$ cat config.mk
export PLATFORM = sky130hd
export DESIGN_NAME = alu_writeback_flat
export DESIGN_NICKNAME = d
export VERILOG_FILES = /design/src/rtl/alu_writeback_pkg.sv /design/src/rtl/alu_writeback_if.sv /design/src/rtl/alu_wb_fifo.sv /design/src/rtl/alu_writeback.sv /design/src/flat_wrapper.sv
export SDC_FILE = /design/constraint.sdc
export NUM_CORES = 1
export LEC_CHECK = 0
export CORE_MARGIN = 4
export CORE_UTILIZATION = 50
export DETAILED_ROUTE_END_ITERATION = 10
export GPL_TIMING_DRIVEN = 0
export PLACE_DENSITY = 0.79
export SLEW_MARGIN = 20
export SYNTH_ARGS = -nofsm -noshare
export SYNTH_HDL_FRONTEND = slang
export SYNTH_SLANG_ARGS = --single-unit
$ cat constraint.sdc
create_clock -name clk -period 1.7 [get_ports clk]
set_input_delay 0.34 -clock clk [delete_from_list [all_inputs] [get_ports clk]]
set_output_delay 0.34 -clock clk [all_outputs]
set_load 0.05 [all_outputs]
$ cat src/rtl/alu_writeback_pkg.sv
// Shared types for the ALU writeback buffer: entry struct, depth and field widths.
// The package field widths bound DATA_WIDTH/ADDR_WIDTH of the users.
package alu_writeback_pkg;
  localparam int WB_DEPTH  = 2;
  localparam int WB_DATA_W = 8;
  localparam int WB_ADDR_W = 5;
  localparam int OCC_W     = 2;

  typedef struct packed {
    logic [WB_DATA_W-1:0] aluout;
    logic                 eq;
    logic [WB_ADDR_W-1:0] rd_addr;
    logic                 regwrite;
    logic                 branch;
  } wb_entry_t;
endpackage

$ cat src/rtl/alu_writeback_if.sv
// Upstream ALU handshake plus writeback-side bus of the ALU writeback buffer.
interface alu_writeback_if
  import alu_writeback_pkg::*;
#(
  parameter int DATA_WIDTH = WB_DATA_W,
  parameter int ADDR_WIDTH = WB_ADDR_W
);
  logic                  in_valid;
  logic                  in_ready;
  logic [DATA_WIDTH-1:0] aluout;
  logic                  eq;
  logic [ADDR_WIDTH-1:0] rd_addr;
  logic                  regwrite;
  logic                  branch;
  logic                  flush;
  logic                  wb_valid;
  logic                  wb_ready;
  logic [DATA_WIDTH-1:0] wb_data;
  logic [ADDR_WIDTH-1:0] wb_addr;
  logic                  wb_en;
  logic                  branch_taken;
  logic [OCC_W-1:0]      occupancy;

  modport master (
    output in_valid, aluout, eq, rd_addr, regwrite, branch, flush, wb_ready,
    input  in_ready, wb_valid, wb_data, wb_addr, wb_en, branch_taken, occupancy
  );

  modport slave (
    input  in_valid, aluout, eq, rd_addr, regwrite, branch, flush, wb_ready,
    output in_ready, wb_valid, wb_data, wb_addr, wb_en, branch_taken, occupancy
  );
endinterface

$ cat src/rtl/alu_wb_fifo.sv
// 2-entry in-order storage with 1-bit wrapping pointers and occupancy count.
// With ALU_WB_FORWARD_EN the slots are exported oldest-first for forwarding.
module alu_wb_fifo
  import alu_writeback_pkg::*;
(
  input  logic             clk,
  input  logic             rst,
  input  logic             push,
  input  logic             pop,
  input  logic             flush,
  input  wb_entry_t        wr_entry,
  output wb_entry_t        head,
  output logic [OCC_W-1:0] occ
`ifdef ALU_WB_FORWARD_EN
  ,
  output wb_entry_t [WB_DEPTH-1:0] slots
`endif
);
  wb_entry_t [WB_DEPTH-1:0] mem_q, mem_d;
  logic                     wr_ptr_q, wr_ptr_d;
  logic                     rd_ptr_q, rd_ptr_d;
  logic [OCC_W-1:0]         occ_q, occ_d;

  always_comb begin
    mem_d    = mem_q;
    wr_ptr_d = wr_ptr_q;
    rd_ptr_d = rd_ptr_q;
    occ_d    = occ_q;
    if (flush) begin
      // flush wins over any handshake in the same cycle
      wr_ptr_d = 1'b0;
      rd_ptr_d = 1'b0;
      occ_d    = '0;
    end else begin
      if (push) begin
        mem_d[wr_ptr_q] = wr_entry;
        wr_ptr_d        = ~wr_ptr_q;
      end
      if (pop) rd_ptr_d = ~rd_ptr_q;
      occ_d = occ_q + {1'b0, push} - {1'b0, pop};
    end
  end

  always_ff @(posedge clk) begin
    if (rst) begin
      mem_q    <= '0;
      wr_ptr_q <= 1'b0;
      rd_ptr_q <= 1'b0;
      occ_q    <= '0;
    end else begin
      mem_q    <= mem_d;
      wr_ptr_q <= wr_ptr_d;
      rd_ptr_q <= rd_ptr_d;
      occ_q    <= occ_d;
    end
  end

  assign head = mem_q[rd_ptr_q];
  assign occ  = occ_q;
`ifdef ALU_WB_FORWARD_EN
  assign slots[0] = mem_q[rd_ptr_q];
  assign slots[1] = mem_q[~rd_ptr_q];
`endif
endmodule

$ cat src/rtl/alu_writeback.sv
// ALU writeback buffer: 2-deep FIFO between ALU and register file / PC logic.
// Optional macro ALU_WB_FORWARD_EN adds a lookup port over buffered results.
module alu_writeback
  import alu_writeback_pkg::*;
#(
  parameter int DATA_WIDTH = WB_DATA_W,
  parameter int ADDR_WIDTH = WB_ADDR_W
)(
  input  logic                  clk,
  input  logic                  rst,
  alu_writeback_if.slave        bus
`ifdef ALU_WB_FORWARD_EN
  ,
  input  logic [ADDR_WIDTH-1:0] fwd_addr,
  output logic                  fwd_hit,
  output logic [DATA_WIDTH-1:0] fwd_data
`endif
);
  wb_entry_t        in_e;
  wb_entry_t        head;
  logic [OCC_W-1:0] occ;
  logic             push, pop;
`ifdef ALU_WB_FORWARD_EN
  wb_entry_t [WB_DEPTH-1:0] slots;
`endif

  always_comb begin
    in_e          = '0;
    in_e.aluout   = WB_DATA_W'(bus.aluout);
    in_e.eq       = bus.eq;
    in_e.rd_addr  = WB_ADDR_W'(bus.rd_addr);
    in_e.regwrite = bus.regwrite;
    in_e.branch   = bus.branch;
  end

  // ready depends only on stored occupancy, never on wb_ready
  assign bus.in_ready = (occ != OCC_W'(WB_DEPTH));
  assign bus.wb_valid = (occ != '0);
  assign push         = bus.in_valid && bus.in_ready;
  assign pop          = bus.wb_valid && bus.wb_ready;

  alu_wb_fifo u_fifo (
    .clk      (clk),
    .rst      (rst),
    .push     (push),
    .pop      (pop),
    .flush    (bus.flush),
    .wr_entry (in_e),
    .head     (head),
    .occ      (occ)
`ifdef ALU_WB_FORWARD_EN
    ,
    .slots    (slots)
`endif
  );

  assign bus.occupancy    = occ;
  assign bus.wb_data      = bus.wb_valid ? DATA_WIDTH'(head.aluout) : '0;
  assign bus.wb_addr      = bus.wb_valid ? ADDR_WIDTH'(head.rd_addr) : '0;
  assign bus.wb_en        = bus.wb_valid && head.regwrite && (head.rd_addr != '0);
  assign bus.branch_taken = bus.wb_valid && head.branch && head.eq;

`ifdef ALU_WB_FORWARD_EN
  // slots are oldest-first, so a later match overrides: youngest wins
  always_comb begin
    fwd_hit  = 1'b0;
    fwd_data = '0;
    for (int i = 0; i < WB_DEPTH; i++) begin
      if ((occ > OCC_W'(i)) && slots[i].regwrite && (fwd_addr != '0) &&
          (slots[i].rd_addr == WB_ADDR_W'(fwd_addr))) begin
        fwd_hit  = 1'b1;
        fwd_data = DATA_WIDTH'(slots[i].aluout);
      end
    end
  end
`endif
endmodule

$ cat src/flat_wrapper.sv
// flat-port wrapper written by rule: the top's interface ports become plain ports
module alu_writeback_flat import alu_writeback_pkg::*;
#(
  parameter int DATA_WIDTH = WB_DATA_W,
  parameter int ADDR_WIDTH = WB_ADDR_W
)
  (clk, rst, bus_in_valid, bus_aluout, bus_eq, bus_rd_addr, bus_regwrite, bus_branch, bus_flush, bus_wb_ready, bus_in_ready, bus_wb_valid, bus_wb_data, bus_wb_addr, bus_wb_en, bus_branch_taken, bus_occupancy);
  alu_writeback_if #(.DATA_WIDTH(DATA_WIDTH), .ADDR_WIDTH(ADDR_WIDTH)) bus_i ();
  input  logic clk;
  input  logic rst;
  input wire logic [$bits(bus_i.in_valid)-1:0] bus_in_valid;
  input wire logic [$bits(bus_i.aluout)-1:0] bus_aluout;
  input wire logic [$bits(bus_i.eq)-1:0] bus_eq;
  input wire logic [$bits(bus_i.rd_addr)-1:0] bus_rd_addr;
  input wire logic [$bits(bus_i.regwrite)-1:0] bus_regwrite;
  input wire logic [$bits(bus_i.branch)-1:0] bus_branch;
  input wire logic [$bits(bus_i.flush)-1:0] bus_flush;
  input wire logic [$bits(bus_i.wb_ready)-1:0] bus_wb_ready;
  output wire logic [$bits(bus_i.in_ready)-1:0] bus_in_ready;
  output wire logic [$bits(bus_i.wb_valid)-1:0] bus_wb_valid;
  output wire logic [$bits(bus_i.wb_data)-1:0] bus_wb_data;
  output wire logic [$bits(bus_i.wb_addr)-1:0] bus_wb_addr;
  output wire logic [$bits(bus_i.wb_en)-1:0] bus_wb_en;
  output wire logic [$bits(bus_i.branch_taken)-1:0] bus_branch_taken;
  output wire logic [$bits(bus_i.occupancy)-1:0] bus_occupancy;
  assign bus_i.in_valid = bus_in_valid;
  assign bus_i.aluout = bus_aluout;
  assign bus_i.eq = bus_eq;
  assign bus_i.rd_addr = bus_rd_addr;
  assign bus_i.regwrite = bus_regwrite;
  assign bus_i.branch = bus_branch;
  assign bus_i.flush = bus_flush;
  assign bus_i.wb_ready = bus_wb_ready;
  assign bus_in_ready = bus_i.in_ready;
  assign bus_wb_valid = bus_i.wb_valid;
  assign bus_wb_data = bus_i.wb_data;
  assign bus_wb_addr = bus_i.wb_addr;
  assign bus_wb_en = bus_i.wb_en;
  assign bus_branch_taken = bus_i.branch_taken;
  assign bus_occupancy = bus_i.occupancy;
  alu_writeback #(.DATA_WIDTH(DATA_WIDTH), .ADDR_WIDTH(ADDR_WIDTH)) u_core (.clk(clk), .rst(rst), .bus(bus_i));
endmodule
==> results.txt <==
----------------------------------------------------
[Yosys]
  #FFs+latches synth ... 36
  Synthesized area ... 1840 sq um
  Number of warning messages in the yosys log ... 0
  Net Count, Synth ... 214
  Area share of the largest cell type after synthesis ... 39.2%
  Mean cell area of the mapped netlist ... 9.57 sq um
  Number of cells produced by synthesis ... 192
  Most area-consuming cells after synthesis ... dfxtp_1, mux2i_1, nand2b_1, nor2_1, buf_6
  Part of the Yosys area used for sequential elements ... 39.2%
  Cell type contributing the most total cell area after synthesis ... dfxtp_1
  Number of distinct library cells after synthesis ... 28

[Place]
  Setup WS pre-CTS ... -0.732 ns
  DP HPWL ... 3240 um
  Total placed cells including tap cells ... 276
  PortBufs ... 38
  Area after detailed placement ... 2330 sq um
  Placer congestion estimate ... 0.805

[Routing]
  Wire length per cell ... 16.7 um
  Vias per Instance ... 5.26
  Antenna viol nets, final ... 0
  Total Wirelength ... 4850 um
  Total via count after detailed routing ... 1,526
  Count of TritonRoute iterations in the first routing pass ... 4
  Post-detailed-route DRC marker count ... 0
  Count of routing violations after the opening detailed-route iteration ... 67

[Timing]
  Peak Freq ... 503 MHz
  Final Hold Violating Endpoints ... 0
  Total setup violations reported at the end of the flow ... 3
  Time the final worst path needs with I/O delays and setup ... 1.99 ns
  Worst slew pin tran ... 0.726 ns
  Final max-slew violation count ... 0
  Final setup slack of the worst path ... -0.288 ns
  Total negative slack ... -0.315 ns
  Max-slew headroom ... 51.2%
  Setup Skew ... 0.00991 ns
  Unrepaired setup endpoints after global routing ... yes
  Tcrit/Tclk final ... 117%

[Finish]
  Fin area ... 2620 sq um
  Nets ... 265
  ANT cells ... 0
  Number of cells in the finished layout apart from fillers ... 290
  Area growth from synthesis to layout ... 42.8%
  Fillers ... 255
  Layout cells sized above 1 ... 29.5%
  Finished Core Util ... 76.2%

[Min path]
  Class of the tightest hold or removal check ... reg -> reg
  Number of cells on the worst hold path ... 2

[Pwr]
  Cell Pwr Density ... 741 nW/um^2
  LEAKAGE ... 1.04 nW
  Maximum resistive drop on vdd ... 641 uV

[CTS]
  Max Buffers Root-to-Sink ... 2
  Clock transition at the registers of the reported paths ... 0.08 ns
  Number of buffers created by CTS ... 5
  Sinks on Clock Net ... 36
  CTS tree ... built
  H-Tree Depth ... 2
  Worst skew pair latency ... 0.29 ns
  Root Buffer ... clkbuf_8

[Die]
  Starting density of the core ... 53.4%
  Chip height ... 68.6 um
  Horiz. Die Dim ... 68.6 um
  Num ports ... 40
  Die outline area ... 4710 sq um
  Row count ... 21
  Floorplan Core Area ... 3440 sq um

[Run]
  Max_cap viols ... 0

[Global routing]
  Largest net degree at the start of global routing ... 12
  Vias in the first global route ... 1,635
  Congestion Overflow GR ... 0
  Global-route usage over all layers ... 23.0%
  Number of antenna violations at the first check in global routing ... 0
  Wire length of the first global-routing pass ... 7820 um

[Outcome]
  Violations in the final reports ... setup timing
  Status ... complete, but fails checks

[Worst setup path]
  R2R cell count ... 3
  Reg2Reg Setup Slack ... 0.17 ns
  Kind of launch point of the worst setup path ... register
  Crit end category ... primary output
  CP Data Required Time ... 1.36 ns
  Critical Path Fanout Max ... 2
  Path type of the worst setup path ... reg -> out
  Arrival time at the worst endpoint ... 1.65 ns

----------------------------------------------------
==> placed cells by master, fill, tap and decap left out, drive strengths merged, types with 2 or more instances in the layout <==
master and instances:
nand2b 48, mux2i 45, dfxtp 36, buf 26
nor2 18, clkdlybuf4s50 17, clkbuf 14, inv 4
o21ai 4, or4 4, nand3 3, nor4 3
dlymetal6s2s 2, dlygate4sd2 2, nor2b 2, a21oi 2
==> cell usage after synthesis <==
| master | number |
|---|---|
| dfxtp_1 | 36 |
| xor2_1 | 1 |
| nand2b_1 | 48 |
| a21oi_1 | 2 |
| buf_6 | 2 |
| o21ba_2 | 1 |
| o31ai_1 | 1 |
| o21ai_0 | 4 |
| clkbuf_1 | 6 |
| mux2i_1 | 45 |
| nand3_1 | 3 |
| nor2b_1 | 2 |
| or4_4 | 1 |
| o2111ai_1 | 1 |
| nor2_1 | 18 |
| nor4_1 | 2 |
| or2_2 | 1 |
| or4_1 | 3 |
| buf_2 | 3 |
| and4bb_2 | 1 |
| and3_1 | 1 |
| nor3_1 | 1 |
| nand3b_1 | 1 |
| nor4_4 | 1 |
| inv_2 | 1 |
| o31a_1 | 1 |
| inv_1 | 4 |
| ha_1 | 1 |
==> state kept, by name, summed over array words and instances, names as in the netlist <==
name / flops
u_core.u_fifo.rd_ptr_q: 1
u_core.u_fifo.wr_ptr_q: 1
u_core.u_fifo.mem_q: 32
u_core.u_fifo.occ: 2
==> metrics by stage <==
step / total power [mW] / hold slack [ns]
final: 1.94 / 0.480
after global routing: 2.02 / 0.505
after CTS: 1.94 / 0.481
after detailed placement: 1.19 / 0.470
after global placement: 1.18 / 0.458
after floorplan: 1.08 / 0.445
==> critical path: stages (launching register included) <==
cell	delay [ns]
dfxtp_2	0.33
or4_4	0.55
o2111ai_4	0.22
o31ai_4	0.10
buf_6	0.16
==> cell families (layout without fill, tap and decap cells) <==
kind of cell             Yosys count  count (layout)  share of synthesized area, %
AO/OA/AOI/OAI                     10              10                          3.54
buffers and inverters             16              68                          4.29
multiplexers                      45              45                          24.5
adder cells (fa/ha/maj)            1               1                         0.681
XOR/XNOR                           1               1                         0.477
AND/OR/NAND/NOR                   83              83                          27.2
flip-flops                        36              36                          39.2
==> routing by layer <==
layer / vias to the layer above / global-route usage, % / wire length, um
met3: 9 / 4.70 / 205
met4: 0 / 9.18 / 80
met5: - / 0 / 0
li1: 755 / - / -
met2: 46 / 40.9 / 2470
met1: 716 / 26.8 / 2100
==> timing repair <==
action | CTS | global route
pin swaps | 4 | 2
buffers inserted | 3 | 1
setup endpoints to repair | 26 | 45
hold buffers | 0 | 0
gates cloned | 2 | 0
resized for setup | 124 | 19
==> report_power, final <==
part	total [mW]	internal, mW	switching (mW)	leakage, nW
registers	0.899	0.872	0.0269	0.295
logic	0.311	0.152	0.159	0.689
clock network	0.733	0.435	0.298	0.0552
total	1.94	1.46	0.484	1.04
==> layout make-up <==
type                    instances  area (sq um)  area share [%]
repair buffers                 44           437            16.6
plain buffers                  11          95.1            3.62
well taps                      46          57.6            2.19
flip-flops and latches         36           729            27.8
multi-input cells             140          1170            44.8
clock inverters                 2          35.0            1.34
inverters                       5          22.5           0.858
clock buffers                   6          72.6            2.77
==> worst paths after layout <==
kind                                        startpoint                                   end
setup / recovery  u_core.u_fifo.mem_q[22]$_SDFFE_PP0P_                             bus_wb_en
hold / removal    u_core.u_fifo.mem_q[30]$_SDFFE_PP0P_  u_core.u_fifo.mem_q[30]$_SDFFE_PP0P_
setup reg to reg       u_core.u_fifo.occ[1]$_SDFF_PP0_  u_core.u_fifo.mem_q[29]$_SDFFE_PP0P_
hold reg to reg   u_core.u_fifo.mem_q[30]$_SDFFE_PP0P_  u_core.u_fifo.mem_q[30]$_SDFFE_PP0P_
Note: power is estimated with default switching activity, not from simulation.
